==> src/rtl/fifo_fwft_ctrl.sv <==
// First-word-fall-through FIFO controller with internal synchronous-read storage.
// The write side is a plain strobe. The read side is a valid/ready stream fed by a
// one-deep prefetch through the RAM read register.
// Optional macro FIFO_ALMOST_FLAGS_EN adds the in_AFULL/out_AEMPTY level flags.
module fifo_fwft_ctrl #(
    parameter int unsigned DATA = 16,
    parameter int unsigned ADDR = 5
`ifdef FIFO_ALMOST_FLAGS_EN
    ,
    parameter int unsigned AF_LEVEL = (2 ** ADDR) - 4,
    parameter int unsigned AE_LEVEL = 4
`endif
) (
    input  logic            clK,
    input  logic            rst_N,
    input  logic            in_WR,
    input  logic [DATA-1:0] in_data_IN,
    output logic            in_FULL,
    output logic            out_VALID,
    input  logic            out_READY,
    output logic [DATA-1:0] out_data_OUT,
    output logic [ADDR:0]   COUNT,
    output logic            err_OVF
`ifdef FIFO_ALMOST_FLAGS_EN
    ,
    output logic            in_AFULL,
    output logic            out_AEMPTY
`endif
);

    localparam int unsigned DEPTH = 2 ** ADDR;
    localparam logic [ADDR:0] DepthCnt = (ADDR + 1)'(DEPTH);
`ifdef FIFO_ALMOST_FLAGS_EN
    localparam logic [ADDR:0] AfLevel = (ADDR + 1)'(AF_LEVEL);
    localparam logic [ADDR:0] AeLevel = (ADDR + 1)'(AE_LEVEL);
`endif

    logic [DATA-1:0] mem [DEPTH];
    logic [DATA-1:0] ram_q;
    logic [ADDR-1:0] wr_ptr_q;
    logic [ADDR-1:0] rd_ptr_q;
    logic [ADDR:0]   count_q;
    logic [ADDR:0]   count_d;
    logic [ADDR:0]   arr_cnt;
    logic            rd_busy_q;
    logic            wr_acc;
    logic            pop;
    logic            issue;

    assign COUNT = count_q;

    // Handshake decode, array occupancy and prefetch issue decision.
    always_comb begin
        wr_acc  = in_WR && !in_FULL;
        pop     = out_VALID && out_READY;
        // Words still sitting in the array; COUNT also covers the two prefetch stages.
        // Using COUNT rather than the pointer difference tells full from empty.
        arr_cnt = count_q - (ADDR + 1)'(rd_busy_q) - (ADDR + 1)'(out_VALID);
        // Only one read may be in flight, and the output slot must be free or
        // vacating this cycle.
        issue   = (arr_cnt != '0) && !rd_busy_q && (!out_VALID || pop);
        count_d = count_q + (ADDR + 1)'(wr_acc) - (ADDR + 1)'(pop);
    end

    // Storage: write port from the producer, synchronous read port for the prefetch.
    always_ff @(posedge clK) begin
        if (wr_acc) begin
            mem[wr_ptr_q] <= in_data_IN;
        end
        if (issue) begin
            ram_q <= mem[rd_ptr_q];
        end
    end

    // Pointers, prefetch pipeline, output register and status flags.
    always_ff @(posedge clK or negedge rst_N) begin
        if (!rst_N) begin
            wr_ptr_q     <= '0;
            rd_ptr_q     <= '0;
            rd_busy_q    <= 1'b0;
            count_q      <= '0;
            in_FULL      <= 1'b0;
            out_VALID    <= 1'b0;
            out_data_OUT <= '0;
            err_OVF      <= 1'b0;
`ifdef FIFO_ALMOST_FLAGS_EN
            in_AFULL     <= 1'b0;
            out_AEMPTY   <= 1'b1;
`endif
        end else begin
            if (wr_acc) begin
                wr_ptr_q <= wr_ptr_q + ADDR'(1);
            end
            if (issue) begin
                rd_ptr_q <= rd_ptr_q + ADDR'(1);
            end
            rd_busy_q <= issue;
            // A completing read always finds the output slot free: issue waited for it.
            if (rd_busy_q) begin
                out_data_OUT <= ram_q;
                out_VALID    <= 1'b1;
            end else if (pop) begin
                out_VALID <= 1'b0;
            end
            count_q <= count_d;
            in_FULL <= (count_d == DepthCnt);
            if (in_WR && in_FULL) begin
                err_OVF <= 1'b1;
            end
`ifdef FIFO_ALMOST_FLAGS_EN
            in_AFULL   <= (count_d >= AfLevel);
            out_AEMPTY <= (count_d <= AeLevel);
`endif
        end
    end

endmodule

==> config.mk <==
export PLATFORM = sky130hd
export DESIGN_NAME = fifo_fwft_ctrl
export DESIGN_NICKNAME = d
export VERILOG_FILES = /design/src/rtl/fifo_fwft_ctrl.sv
export SDC_FILE = /design/constraint.sdc
export NUM_CORES = 1
export LEC_CHECK = 0
export CAP_MARGIN = 20
export CELL_PAD_IN_SITES_DETAIL_PLACEMENT = 1
export CELL_PAD_IN_SITES_GLOBAL_PLACEMENT = 1
export CORE_MARGIN = 2
export CORE_UTILIZATION = 50
export DETAILED_ROUTE_END_ITERATION = 16
export GPL_TIMING_DRIVEN = 0
export PLACE_DENSITY = 0.86
export REMOVE_ABC_BUFFERS = 1
export SYNTH_ARGS = -nofsm -noshare
export SYNTH_HDL_FRONTEND = slang
export SYNTH_SLANG_ARGS = --single-unit
==> constraint.sdc <==
create_clock -name clK -period 3.93 [get_ports clK]
set_input_delay 1.179 -clock clK [delete_from_list [all_inputs] [get_ports clK]]
set_output_delay 1.179 -clock clK [all_outputs]
set_load 0.01 [all_outputs]
==> flow_summary.json, run 1 <==
{
  "status": "complete, no violations",
  "critPathLaunchType": "register",
  "cap_violations": 0,
  "clockBufferDepth": 3,
  "synthXorXnorAreaFrac_pct": 0.594,
  "fin_crit_ns": 3.65,
  "slew_headroom_pct": 30.8,
  "final_max_slew_viol_count": 0,
  "coreArea_um2": 43900,
  "multi_input_area_um2": 5120,
  "synth.distinct_cells": 44,
  "pre_cts_slack_ns": -0.753,
  "utilization_pct": 58.4,
  "antenna_found_initial": 1,
  "placedCellCount": 1752,
  "synthArstFlopShare_pct": 6.38,
  "synthToLayoutAreaGrowth_pct": 15.9,
  "tightest_slew_ns": 1.04,
  "syn_area_per_cell_um2": 19.5,
  "grt.overflow.total": 0,
  "hold_depth": 1,
  "cts_root_buf": "clkbuf_16",
  "fin_cells": 1859,
  "synth_largest_area_cell": "edfxtp_1",
  "syn_area_um2": 22100,
  "skew_ns": 0.0334,
  "synthAdderAreaFrac_pct": 1.14,
  "detail_route.first_pass.iterations": 5,
  "synthCells": 1136,
  "synth_edf_count": 528,
  "timing.rr.start": "rd_ptr_q[0]",
  "synthTopCellsByArea": "edfxtp_1, mux2i_1, mux4_2",
  "clkLatencyLatePin_ns": 0.59,
  "grtUsageTotal_pct": 26.8,
  "cts_max_level": 2,
  "fin_nets": 1262,
  "period_share_pct": 93.0,
  "place_area_um2": 23800,
  "critical_path.max_fanout": 43,
  "netlist.area_leader.share_pct": 71.7,
  "synthSimpleGateAreaFrac_pct": 2.32,
  "fp.dieH_um": 214,
  "routed_via_density": 6.34,
  "synth_common_cells": "edfxtp_1, mux2i_1, mux4_2",
  "hpwl_um": 34500,
  "ys.flop_type": "edfxtp_1",
  "numPortBuffers": 44,
  "muxShareOfSynthArea_pct": 14.6,
  "ir_drop_v": 0.000497,
  "post_cts_buffers": 0,
  "vias": 11800,
  "clock.fmax_mhz": 274,
  "synth-seq-cells": 564,
  "clock-sinks": 564,
  "finalWorstSetupSlack_ns": 0.275,
  "clk_pin_slew_ns": 0.06,
  "reg2reg_depth": 6,
  "n_fill_cell": 3765,
  "cts_buffers": 53,
  "layout.area.seq_um2": 16800,
  "grt_max_degree": 47,
  "critPathKind": "register to register",
  "rows": 77,
  "rrSetupSlack_ns": 0.28,
  "die-area_um2": 45900,
  "grt_pass1_wl_um": 89500,
  "setup_viol": 0,
  "layout-drive-gt1-share_pct": 20.3,
  "required_ns": 4.21,
  "crit_arrival_ns": 3.94,
  "wl_per_cell_um": 32.9,
  "leakage_nw": 8.72,
  "yosysMostFrequentCell": "edfxtp_1",
  "grt_pass1_vias": 12600,
  "ys_seq_area_share_pct": 75.7,
  "hold_buffers": 0,
  "ys_warn_count": 0,
  "powerDensity_nw_per_um2": 756,
  "synth_top_family_by_area": "multiplexers",
  "finalHoldViolCount": 0,
  "initial_utilization_pct": 50.4,
  "drc": 0,
  "cts_tree": "yes",
  "drt-total-wl_um": 61200,
  "rsz0062_at_grt": "false",
  "first_iter_violations": 1528,
  "io_pins": 45,
  "die_w_um": 214,
  "rr_endpoint": "ram_q[2]",
  "hp-class": "register to register",
  "fin_area_um2": 25600,
  "end_kind": "register",
  "hold_start": "err_OVF",
  "synth_compound_area_share_pct": 3.94,
  "gp_congestion": 0.793,
  "drt.antenna.violating_nets": 0,
  "holdPathEnd": "err_OVF"
}
-- per-stage QoR --
stage	setup TNS (ns)	hold slack [ns]	power, mW
global route	0	0.497	20.0
detailed placement	-119.41	0.460	14.1
floorplan	-54.96	0.454	11.7
CTS	0	0.474	19.3
global placement	-483.59	0.437	13.1
finish	0	0.465	19.4
-- registers in the layout, indices dropped and copies added (netlist names) --
name,cells
rd_ptr_q,5
out_data_OUT,16
mem,512
in_FULL,1
out_VALID,1
err_OVF,1
ram_q,16
COUNT,6
wr_ptr_q,5
rd_busy_q,1
-- placed cells by master (no fill, tap or decap), drive strengths merged, types with 4 or more instances in the layout --
master	n
a21oi	19
a22o	45
a31oi	16
buf	53
bufinv	5
clkbuf	65
clkdlybuf4s50	38
clkinv	25
clkinvlp	4
dfrtp	36
edfxtp	528
ha	17
inv	16
mux2	17
mux2i	160
mux4	64
nand2	26
nand3	4
nor2	36
nor2b	4
nor3	18
o21ai	7
o221ai	16
xnor2	6
xor2	9
-- where the power goes --
group	internal (mW)	switching [mW]	total (mW)
logic	2.62	3.70	6.33
registers	7.32	0.650	7.97
clock network	2.84	2.26	5.10
total	12.8	6.61	19.4
-- routing by layer --
metal | vias up | global-route usage [%] | wire [um]
li1 | 4754 | - | -
met1 | 6217 | 35.0 | 22900
met2 | 663 | 44.5 | 30700
met3 | 145 | 4.68 | 5000
met4 | 0 | 12.1 | 2650
met5 | - | 0 | 0
-- what timing repair did --
item,CTS,global route
endpoints found under the setup margin,77,20
resized for setup,1,2
gates cloned,0,0
pin swaps,0,0
-- cell families (layout without fill, tap and decap cells) --
| group | count (synthesis) | count (layout) |
|---|---|---|
| mux | 241 | 241 |
| buf+inv | 76 | 206 |
| xor+xnor | 15 | 15 |
| fa+ha+maj | 19 | 19 |
| simple gates | 107 | 107 |
| other cells | 0 | 1 |
| flops | 564 | 564 |
| compound gates | 114 | 114 |
-- worst max path at each step --
stage / end / slack, ns / depth (start not counted) / start
global route: ram_q[2] / 0.09 / 6 / rd_ptr_q[0]
CTS: ram_q[12] / 0.005 / 11 / rd_busy_q
floorplan: ram_q[2] / -2.80 / 3 / rd_ptr_q[1]
global placement: ram_q[8] / -5.76 / 3 / rd_ptr_q[1]
finish: ram_q[2] / 0.28 / 6 / rd_ptr_q[0]
detailed placement: in_FULL / -0.75 / 12 / in_WR
-- worst max-delay path: stages (launching register included) --
cell and delay (ns):
dfrtp_4 0.71, buf_16 0.30, nor2b_4 0.84, a22oi_1 0.28, and3_1 0.30, a31oi_1 0.54, o221ai_1 0.27
-- final cells by class --
cell class,instances,share of cell area [%]
Clock buffer,64,5.41
Multi-Input combinational cell,496,20.0
Timing Repair Buffer,92,4.95
Tap cell,592,2.89
Inverter,16,0.234
Sequential cell,564,65.4
Antenna cell,1,0.00976
Clock inverter,34,1.17
Note: power is estimated with default switching activity, not from simulation.
==> run 2: changes to the inputs <==
--- a/config.mk
+++ b/config.mk
@@ -10,6 +10,7 @@
 export CELL_PAD_IN_SITES_GLOBAL_PLACEMENT = 1
 export CORE_MARGIN = 2
 export CORE_UTILIZATION = 50
+export CTS_CLUSTER_SIZE = 28
 export DETAILED_ROUTE_END_ITERATION = 16
 export GPL_TIMING_DRIVEN = 0
 export PLACE_DENSITY = 0.86
==> results of run 2 <==
Same layout as run 1: the final DEF is identical, and so are final timing and power.
==> run 3: changes to the inputs <==
--- a/config.mk
+++ b/config.mk
@@ -10,6 +10,7 @@
 export CELL_PAD_IN_SITES_GLOBAL_PLACEMENT = 1
 export CORE_MARGIN = 2
 export CORE_UTILIZATION = 50
+export CTS_BUF_LIST = sky130_fd_sc_hd__clkbuf_2 sky130_fd_sc_hd__clkbuf_4 sky130_fd_sc_hd__clkbuf_8
 export CTS_CLUSTER_SIZE = 28
 export DETAILED_ROUTE_END_ITERATION = 16
 export GPL_TIMING_DRIVEN = 0
==> run 3 against run 2 <==
Power decreased by 0.54%; count of clock-buffer cells in the layout grew 47; clock power hardly changed; cell count rose by 2.7%; sequential power about the same; worst setup slack worse by 0.11 ns; hold slack gained 0.0046 ns; non-clock buffer count unchanged; critical endpoint is now in_FULL; sequential share of layout area down 0.11 points; design area increased by 0.17%.
==> flow_summary.json, run 3 (synthesized netlist as in run 1, its figures left out) <==
{
  "status": "complete, no violations",
  "cts_tree": "yes",
  "powerDensity_nw_per_um2": 751,
  "n_fill_cell": 3832,
  "utilization_pct": 58.5,
  "hold_ws_ns": 0.469,
  "crit_arrival_ns": 4.31,
  "antenna_found_initial": 0,
  "path_cells": "clkdlybuf4s50_1, nor2b_2, inv_1, ha_1, inv_1, ha_1, fa_1, a21oi_1, o21bai_1, xnor2_1, nor2_1, and3_1",
  "largest_register_ff_count": 512,
  "hp-class": "register to register",
  "finalWorstSetupSlack_ns": 0.167,
  "required_ns": 4.48,
  "grt_pass1_vias": 12800,
  "grt_pass1_wl_um": 89900,
  "worst_path_max_delay_cell": "nor2b_2",
  "critical_path.max_fanout": 11,
  "pre_cts_slack_ns": -0.753,
  "layout.area.seq_um2": 16800,
  "rsz0062_at_grt": "false",
  "fin_crit_ns": 3.76,
  "gp_congestion": 0.793,
  "numPortBuffers": 44,
  "num_antenna_cells": 0,
  "fp.dieH_um": 214,
  "final_max_slew_viol_count": 0,
  "critPathKind": "input port to register",
  "end_kind": "register",
  "layout_common_cells": "edfxtp_1, mux2i_1, clkbuf_8, mux4_2, a22o_1",
  "grtUsageTotal_pct": 27.1,
  "largestRegisters": "mem (512), out_data_OUT (16), ram_q (16)",
  "clock-sinks": 564,
  "coreArea_um2": 43900,
  "routed_via_density": 6.26,
  "leakage_nw": 8.81,
  "rows": 77,
  "path_depth": 12,
  "ir_drop_v": 0.000435,
  "cts_root_buf": "clkbuf_8",
  "hold_depth": 1,
  "drc": 0,
  "vias": 12000,
  "slowest_delay_ns": 0.56,
  "clockBufferDepth": 3,
  "clock.fmax_mhz": 266,
  "grt_max_degree": 47,
  "die-area_um2": 45900,
  "clkLatencyLatePin_ns": 0.66,
  "post_cts_buffers": 0,
  "top_register": "mem",
  "io_pins": 45,
  "setup_viol": 0,
  "finalHoldViolCount": 0,
  "place_area_um2": 23800,
  "critPathLaunchType": "input port",
  "cp_top_family": "adder cells",
  "drt.antenna.violating_nets": 0,
  "synthToLayoutAreaGrowth_pct": 16.1,
  "grt.overflow.total": 0,
  "detail_route.first_pass.iterations": 5,
  "first_iter_violations": 1649,
  "cap_violations": 0,
  "clk_pin_slew_ns": 0.07,
  "layout_commonest_cell": "edfxtp_1",
  "drt-total-wl_um": 61900,
  "cts_max_level": 3,
  "period_share_pct": 95.7,
  "placedCellCount": 1752,
  "wl_per_cell_um": 32.4,
  "initial_utilization_pct": 50.4,
  "finalSetupTns_ns": 0,
  "reg2reg_depth": 11,
  "multi_input_area_um2": 5120,
  "fin_area_um2": 25700,
  "hpwl_um": 34500,
  "slew_headroom_pct": 28.8,
  "cts_buffers": 84,
  "layout-drive-gt1-share_pct": 24.1,
  "crit_buf_inv": 3,
  "skew_ns": 0.0467,
  "tightest_slew_ns": 1.06,
  "die_w_um": 214,
  "finalPower_mw": 19.3,
  "fin_cells": 1910,
  "fin_nets": 1293
}
## run 3: cell count changes in the layout (fill, tap and decap cells not counted), moves of 3 or more
cell and delta:
buf_16 +3, clkinv_2 +3, clkbuf_4 +22, clkbuf_16 -55
clkbuf_8 +89, clkbuf_1 -10
## run 3: final timing paths
kind | start | end | slack (ns)
setup / recovery | in_WR | in_FULL | 0.17
hold / removal | err_OVF | err_OVF | 0.47
setup reg to reg | rd_busy_q | ram_q[8] | 0.33
hold reg to reg | err_OVF | err_OVF | 0.47
max in group asynchronous | rst_N | rd_ptr_q[0] | 2.44
min in group asynchronous | rst_N | out_data_OUT[10] | 0.71
## run 3: final cells by class
| class | instances | share of cell area [%] |
|---|---|---|
| Multi-Input combinational cell | 496 | 19.9 |
| Timing Repair Buffer | 92 | 5.05 |
| Inverter | 16 | 0.234 |
| Clock buffer | 111 | 5.41 |
| Clock inverter | 39 | 1.25 |
| Sequential cell | 564 | 65.3 |
| Tap cell | 592 | 2.88 |
## run 3: metal layers
metal  vias up  track usage [%]  part of all wire, %
li1       4826                -                    -
met1      6224             36.4                   38
met2       745             43.6                   49
met3       162             5.01                  8.4
met4         0             12.4                  4.4
met5         -                0                    0
## run 3: power by group
| part | leakage [nW] | switching (mW) | internal (mW) |
|---|---|---|---|
| logic | 2.72 | 3.64 | 2.62 |
| clock network | 0.900 | 2.42 | 2.65 |
| registers | 5.19 | 0.638 | 7.32 |
## run 3: repair_timing
item                                    in CTS  in global routing
endpoints found under the setup margin       1                 14
hold buffers                                 0                  0
pin swaps                                    0                  0
resized for setup                            1                  1
